File: config.mk
export PLATFORM = sky130hd
export DESIGN_NAME = skip_adder_sequencer
export DESIGN_NICKNAME = d
export VERILOG_FILES = /design/src/rtl/skip_adder_sequencer.sv
export SDC_FILE = /design/constraint.sdc
export NUM_CORES = 1
export LEC_CHECK = 0
export ABC_AREA = 1
export CORE_UTILIZATION = 37
export CTS_CLUSTER_DIAMETER = 80
export DETAILED_ROUTE_END_ITERATION = 8
export PLACE_DENSITY = 0.67
export SYNTH_ARGS = -nofsm -noshare
export SYNTH_HDL_FRONTEND = slang
export SYNTH_SLANG_ARGS = --single-unit
File: constraint.sdc
create_clock -name clk -period 4.6 [get_ports clk]
set_clock_uncertainty 0.2 [all_clocks]
set_input_delay 0.92 -clock clk [delete_from_list [all_inputs] [get_ports clk]]
set_output_delay 0.92 -clock clk [all_outputs]
set_load 0.005 [all_outputs]
File: src/rtl/skip_adder_sequencer.sv
// Sequential carry-skip adder: one 4-bit ripple slice with skip logic is reused
// across N/4 slices, least-significant first, with the result reported on done.
module skip_adder_sequencer #(
    parameter int N = 32
) (
    input  logic                   clk,
    input  logic                   rst,
    input  logic                   start,
    input  logic [N-1:0]           A,
    input  logic [N-1:0]           B,
    output logic                   busy,
    output logic                   done,
    output logic [N-1:0]           Sum,
    output logic                   Cout,
    output logic                   Overflow,
    output logic [$clog2(N/4):0]   skip_cnt
);

    localparam int S  = N / 4;
    localparam int IW = (S > 1) ? $clog2(S) : 1;

    typedef enum logic [1:0] {
        IDLE,
        RUN,
        DONE
    } state_t;

    state_t state;
    state_t next_state;

    logic [N-1:0]  a_reg;
    logic [N-1:0]  b_reg;
    logic [IW-1:0] idx;
    logic          carry;

    logic [IW+1:0] base;
    logic [3:0]    a_k;
    logic [3:0]    b_k;
    logic [4:0]    ripple;
    logic          prop;
    logic          skip;
    logic          carry_next;
    logic          last;

    // Operand slice currently being added, selected by the slice index.
    assign base       = {idx, 2'b00};
    assign a_k        = a_reg[base +: 4];
    assign b_k        = b_reg[base +: 4];
    assign ripple     = {1'b0, a_k} + {1'b0, b_k} + {4'b0000, carry};
    assign prop       = &(a_k ^ b_k);
    assign skip       = prop & carry;
    assign carry_next = skip | ripple[4];
    assign last       = (idx == IW'(S - 1));

    assign busy = (state != IDLE);
    assign done = (state == DONE);

    always_ff @(posedge clk) begin
        if (rst) begin
            state <= IDLE;
        end else begin
            state <= next_state;
        end
    end

    always_comb begin
        next_state = state;
        case (state)
            IDLE:    if (start) next_state = RUN;
            RUN:     if (last)  next_state = DONE;
            DONE:    next_state = IDLE;
            default: next_state = IDLE;
        endcase
    end

    // Results are only touched on an accepted start or while running, so they
    // stay stable from done until the next operation begins.
    always_ff @(posedge clk) begin
        if (rst) begin
            a_reg    <= '0;
            b_reg    <= '0;
            idx      <= '0;
            carry    <= 1'b0;
            Sum      <= '0;
            Cout     <= 1'b0;
            Overflow <= 1'b0;
            skip_cnt <= '0;
        end else begin
            case (state)
                IDLE: begin
                    if (start) begin
                        a_reg    <= A;
                        b_reg    <= B;
                        idx      <= '0;
                        carry    <= 1'b0;
                        Sum      <= '0;
                        Cout     <= 1'b0;
                        Overflow <= 1'b0;
                        skip_cnt <= '0;
                    end
                end
                RUN: begin
                    Sum[base +: 4] <= ripple[3:0];
                    carry          <= carry_next;
                    idx            <= idx + 1'b1;
                    if (skip) begin
                        skip_cnt <= skip_cnt + 1'b1;
                    end
                    // The top slice's sum bit 3 is the final sign bit of Sum.
                    if (last) begin
                        Cout     <= carry_next;
                        Overflow <= (a_reg[N-1] == b_reg[N-1]) && (ripple[3] != a_reg[N-1]);
                    end
                end
                default: begin
                end
            endcase
        end
    end

endmodule

==> impl_metrics.toml, run 1 <==
[critical_path]
cp_cell_sequence = "inv_2 > o21ai_0 > o22ai_1 > nor2_1 > a31oi_1 > fa_1 > fa_1 > xor2_1 > nand2_1 > nor3_2 > nand2_1 > a21oi_1"
critPathTopFamily = "adder cells"
path_max_fanout = 31
rr_worst_depth = 12
crit_end = "Sum[10]"
reg2reg_slack_ns = 1.21
crit_start = "idx[0]"
path_class = "flop to flop"
r2r-start = "idx[0]"
cp-end-kind = "flop"
cp.depth = 12
max_stage_delay_ns = 0.55
cp.arrival_ns = 3.47
r2r-end = "Sum[10]"
startpoint_type = "flop"
worst_ep_required_time_ns = 4.68
path_buf_inv = 1
slowest_stage = "dfxtp_1"

[yosys]
ys_seq_area_share_pct = 43.06
synth.distinct_cells = 37
synth_nets = 761
netlist_instances = 681
yosysWarnings = 0
netlist_area_um2 = 5021
ys_ff_latch = 108
syn_avg_cell_area_um2 = 7.373

[sta]
hold_violations = 0
setup_tns_ns = 0
final-setup-viol-count = 0
worstMarginPinSlew_ns = 0.8851
rsz0062_at_grt = "no"
period_needed_ns = 3.394
fmax_ghz = 0.2946
fin_crit_sh_pct = 73.78
slew_viol_final = 0
slew_headroom_pct = 40.93

[die]
num_rows = 42
die_w_um = 118.5
die_y_um = 118.5
start_util_pct = 37.92
die_area_um2 = 14040
ios = 107
coreArea_um2 = 13240

[pwr]
leakage_nw = 2.497
power.internal_mw = 1.632
p_clk_share_pct = 36.7
pwr_density_cell_nw_per_um2 = 351.9
comb_power_share_pct = 18.4
power_mw = 2.271
switching_power_mw = 0.6391
worst_ir_drop_vdd_mv = 0.1802
p_seq_share_pct = 44.9
power.share.switching_pct = 28.14

[route]
routed_via_density = 5.040
drc = 0
ant_nets = 0
first_pass_iters = 5
first_iter_violations = 264
avgRoutedWirePerCell_um = 13.62
routed_wl_mm = 12.86
num_vias = 4758

[cells_and_area]
fillers = 1343
diodes = 0
drive_above_1_share_pct = 7.552
area_delta_synth_final_pct = 28.56
nets = 843
finalNonFillerCells = 944

[cts]
htreeDepth = 3
cts_inserted_buffers = 9
ctsResizeCount = 0
clk_latency_ns = 0.35
cts_hold_buffers = 0
cts_tree = "built"
post_cts_buffers = 0
clock_path_buffers = 2
cts_sinks = 108
root_buffer = "clkbuf_16"
clkTransAtPathRegs_ns = 0.07

[hold_path]
min_path_type = "flop to flop"

[global_routing]
grt_pass1_vias = 4425
grt_overflow = 0
grt_start_max_net_pins = 58
track_usage_pct = 18.60
grt_pass1_wl_mm = 20.96
antenna_found_initial = 0

[place]
gp_congestion = 0.8042
hpwl_mm = 9.412
port_buffers = 106
dp.cells = 928

[flow_run]
max_cap_violations = 0

[run_status]
outcome = "finished clean"
-- Yosys cell counts --
cell / n / area, um2
nand3_2: 3 / 30.03
nand4_4: 1 / 21.27
nor3_4: 5 / 81.33
clkbuf_2: 1 / 5.000
a211oi_1: 1 / 7.510
o21ai_0: 87 / 435.4
nor3_2: 3 / 30.03
o211ai_1: 2 / 15.01
nand2_2: 4 / 25.02
nand3b_1: 1 / 7.510
nand4_2: 1 / 12.51
nor2_1: 189 / 709.4
buf_6: 6 / 67.56
buf_1: 1 / 3.750
nor2_8: 1 / 20.02
xor2_1: 2 / 17.52
dfxtp_1: 108 / 2162
nand3_1: 47 / 235.2
inv_1: 22 / 82.58
nor2_2: 5 / 31.28
o22ai_1: 10 / 62.56
a31oi_1: 7 / 43.79
ha_1: 11 / 137.6
buf_2: 14 / 70.07
inv_2: 8 / 30.03
nand2_1: 54 / 202.7
clkbuf_1: 19 / 71.32
buf_4: 2 / 15.01
a21oi_1: 42 / 210.2
fa_1: 2 / 40.04
nand4_1: 4 / 25.02
o21a_1: 1 / 7.510
o21ai_1: 12 / 60.06
o21bai_1: 1 / 7.510
a22oi_1: 1 / 7.510
nand3_4: 1 / 17.52
inv_4: 2 / 12.51
-- final cells by class --
| cell class | count | area (um2) | share of cell area (%) |
|---|---|---|---|
| Clock buffer | 9 | 225.2 | 3.489 |
| Sequential cell | 108 | 2162 | 33.49 |
| Clock inverter | 7 | 100.1 | 1.551 |
| Multi-Input combinational cell | 498 | 2501 | 38.75 |
| Inverter | 32 | 125.1 | 1.938 |
| Tap cell | 176 | 220.2 | 3.412 |
| Timing Repair Buffer | 114 | 1121 | 17.37 |
-- worst reg2reg max path, cell delays in order (launching register included) --
cell and delay (ns):
dfxtp_1 0.55, inv_2 0.30, o21ai_0 0.24, o22ai_1 0.09, nor2_1 0.10, a31oi_1 0.10, fa_1 0.50, fa_1 0.42
xor2_1 0.26, nand2_1 0.19, nor3_2 0.16, nand2_1 0.07, a21oi_1 0.14
-- power groups by stage --
| stage | clock (mW) | sequential, mW | combinational [mW] |
|---|---|---|---|
| 4_1_cts | 0.843 | 1.02 | 0.417 |
| 6_report | 0.834 | 1.02 | 0.418 |
| 5_1_grt | 0.883 | 1.03 | 0.466 |
| 3_3_place_gp | 0 | 1.04 | 0.407 |
| 3_5_place_dp | 0 | 1.04 | 0.416 |
| 2_1_floorplan | 0 | 1.03 | 0.288 |
-- stage by stage --
step / hold WS [ns] / utilization [%] / setup WS [ns] / instance area (um2)
CTS: 0.2830 / 48.74 / 1.252 / 6455
global placement: 0.2593 / 46.29 / 1.032 / 6130
detailed placement: 0.2666 / 46.29 / 0.9601 / 6130
global route: 0.3043 / 48.74 / 0.9445 / 6455
finish: 0.2815 / 48.74 / 1.206 / 6455
floorplan: 0.2495 / - / 1.659 / 5021
-- how the worst min path moves through the flow --
stage / from / to / slack (ns) / cells after the start
6_report: Sum[16] / Sum[16] / 0.28 / 2
5_1_grt: a_reg[5] / a_reg[5] / 0.30 / 2
4_1_cts: a_reg[5] / a_reg[5] / 0.28 / 2
3_5_place_dp: a_reg[5] / a_reg[5] / 0.27 / 2
3_3_place_gp: b_reg[23] / b_reg[23] / 0.26 / 2
2_1_floorplan: b_reg[11] / b_reg[11] / 0.25 / 2
-- cells in the final DEF (no fill, tap or decap), types with 2 or more instances in the layout --
master             n
nor2_1           189
dfxtp_1          108
clkdlybuf4s50_1  106
o21ai_0           87
nand2_1           54
nand3_1           47
a21oi_1           42
inv_1             22
o21ai_1           12
ha_1              11
o22ai_1           10
clkbuf_16          9
inv_2              8
buf_4              8
a31oi_1            7
nor2_2             5
nor3_4             5
nand2_2            4
nand4_1            4
nor3_2             3
nand3_2            3
clkinvlp_4         3
inv_4              2
xor2_1             2
o211ai_1           2
fa_1               2
bufinv_16          2
-- cell families after synthesis --
family / count (synthesis) / synth area share [%]
xor gates and xnor gates: 2 / 0.3489
adders and majority gates: 13 / 3.538
DFF: 108 / 43.06
and+or+nand+nor: 319 / 28.86
buffers and inverters: 75 / 7.127
AOI/OAI and AO/OA: 164 / 17.07
-- routing by layer --
layer / vias to the layer above / global-route usage, % / part of all wire (%)
li1: 2418 / - / -
met1: 2211 / 24.43 / 47
met2: 116 / 31.10 / 48
met3: 13 / 3.668 / 4.1
met4: 0 / 4.984 / 1.1
met5: - / 0 / 0
(Power assumes the default switching activity.)
==> run 2: changes to the inputs <==
PLACE_DENSITY = 0.7   (was 0.67)
clock period = 2.8 ns   (was 4.6 ns; I/O delays follow)
==> impl_metrics.toml, run 2 (synthesis results as in run 1) <==
[pwr]
p_clk_share_pct = 33.1
switching_power_mw = 1.067
comb_power_share_pct = 20.6
worst_ir_drop_vdd_mv = 0.3879
power.internal_mw = 2.564
leakage_nw = 2.601
pwr_density_cell_nw_per_um2 = 545.6
p_seq_share_pct = 46.2
power.share.switching_pct = 29.39

[route]
num_vias = 4700
avgRoutedWirePerCell_um = 12.99
routed_wl_mm = 12.50
drc = 0
first_pass_iters = 5
first_iter_violations = 249
routed_via_density = 4.886
ant_nets = 0

[hold_path]
min_path_type = "flop to flop"

[cells_and_area]
post-route-cell-area_um2 = 6654
utilization_pct = 50.25
final_cell_mix = "nor2_1, dfxtp_1, clkdlybuf4s50_1, o21ai_0, nand2_1"
nets = 861
final_common_cell = "nor2_1"
multiInputGateArea_um2 = 2561
area_delta_synth_final_pct = 32.52
drive_above_1_share_pct = 11.45
fillers = 1332
diodes = 0
seqCellArea_um2 = 2166

[critical_path]
crit_end = "Sum[25]"
r2r-end = "Sum[25]"
worst_ep_required_time_ns = 2.87
path_max_fanout = 10
crit_start = "idx[0]"
cp.arrival_ns = 2.76
cp-end-kind = "flop"
path_class = "flop to flop"
r2r-start = "idx[0]"
startpoint_type = "flop"
rr_worst_depth = 11
reg2reg_slack_ns = 0.11

[die]
num_rows = 42
die_w_um = 118.5
ios = 107
start_util_pct = 37.92
die_y_um = 118.5
coreArea_um2 = 13240
die_area_um2 = 14040

[place]
port_buffers = 106
hpwl_mm = 9.340
dp_slack_ns = 0.02938
gp_congestion = 0.8712
post_dp_cell_area_um2 = 6291

[cts]
cts_sinks = 108
cts_hold_buffers = 0
cts_tree = "built"
clk_latency_ns = 0.35
root_buffer = "clkbuf_16"
htreeDepth = 3
clkTransAtPathRegs_ns = 0.07
clock_path_buffers = 2
cts_inserted_buffers = 9

[global_routing]
track_usage_pct = 18.40
grt_pass1_wl_mm = 20.92
antenna_found_initial = 0
grt_start_max_net_pins = 59
grt_pass1_vias = 4363
grt_overflow = 0

[sta]
slew_headroom_pct = 66.15
worst_slack_ns = 0.1097
fmax_ghz = 0.3717
worstMarginPinSlew_ns = 0.5077
setup_tns_ns = 0
slew_viol_final = 0
hold_violations = 0
holdWs_ns = 0.2797
fin_crit_sh_pct = 96.08
rsz0062_at_grt = "yes"
final-setup-viol-count = 0
period_needed_ns = 2.690

[flow_run]
max_cap_violations = 0

[run_status]
outcome = "finished clean"
==> run 2: cell types whose count changed in the layout (fill, tap and decap cells not counted), moves of 3 or more <==
cell	change
o21ai_0	-3
buf_12	+3
buf_4	+14
clkinvlp_4	-3
==> run 2: cell type report <==
type / instances / area share [%]
flip-flops and latches: 108 / 32.55
well taps: 176 / 3.310
multi-input cells: 498 / 38.49
repair buffers: 132 / 19.50
clock inverters: 7 / 0.8462
inverters: 32 / 1.918
clock buffers: 9 / 3.385
==> run 2: how the worst min path moves through the flow <==
stage / start / endpoint / slack [ns] / depth (start not counted)
global route: Sum[19] / Sum[19] / 0.29 / 2
floorplan: b_reg[11] / b_reg[11] / 0.25 / 2
detailed placement: b_reg[27] / b_reg[27] / 0.27 / 2
CTS: Sum[18] / Sum[18] / 0.28 / 2
global placement: b_reg[15] / b_reg[15] / 0.27 / 2
finish: Sum[18] / Sum[18] / 0.28 / 2
==> run 2: critical path, cell delays in order (launching register included) <==
cell,delay (ns)
dfxtp_4,0.37
buf_12,0.14
nor2_1,0.10
o22ai_1,0.09
nor2_1,0.13
a31oi_2,0.07
fa_2,0.44
fa_2,0.64
nand3_1,0.11
nor2_2,0.12
nand2_1,0.06
a21oi_1,0.15
==> run 2: power by group through the flow <==
stage / clock, mW / combinational, mW / sequential [mW]
after floorplan: 0 / 0.475 / 1.70
after global placement: 0 / 0.712 / 1.71
after detailed placement: 0 / 0.726 / 1.71
after CTS: 1.22 / 0.729 / 1.68
after global routing: 1.31 / 0.841 / 1.69
final: 1.20 / 0.749 / 1.68
==> run 2: timing repair <==
item                                    CTS  global route
resized for setup                         0            22
buffers inserted                          0             2
endpoints found under the setup margin    0            23
==> run 2: metrics by stage <==
step,instances,total power [mW]
after floorplan,681,2.171
after global routing,962,3.838
after detailed placement,944,2.439
after global placement,944,2.427
after CTS,960,3.629
final,962,3.631
==> run 2: per-layer routing <==
metal | vias to the layer above | share of wire [%] | track usage (%) | routed length, um
met1 | 2134 | 46 | 23.54 | 5794
li1 | 2459 | - | - | -
met2 | 103 | 49 | 32.21 | 6127
met3 | 4 | 4.1 | 3.813 | 510
met5 | - | 0 | 0 | 0
met4 | 0 | 0.50 | 3.085 | 63
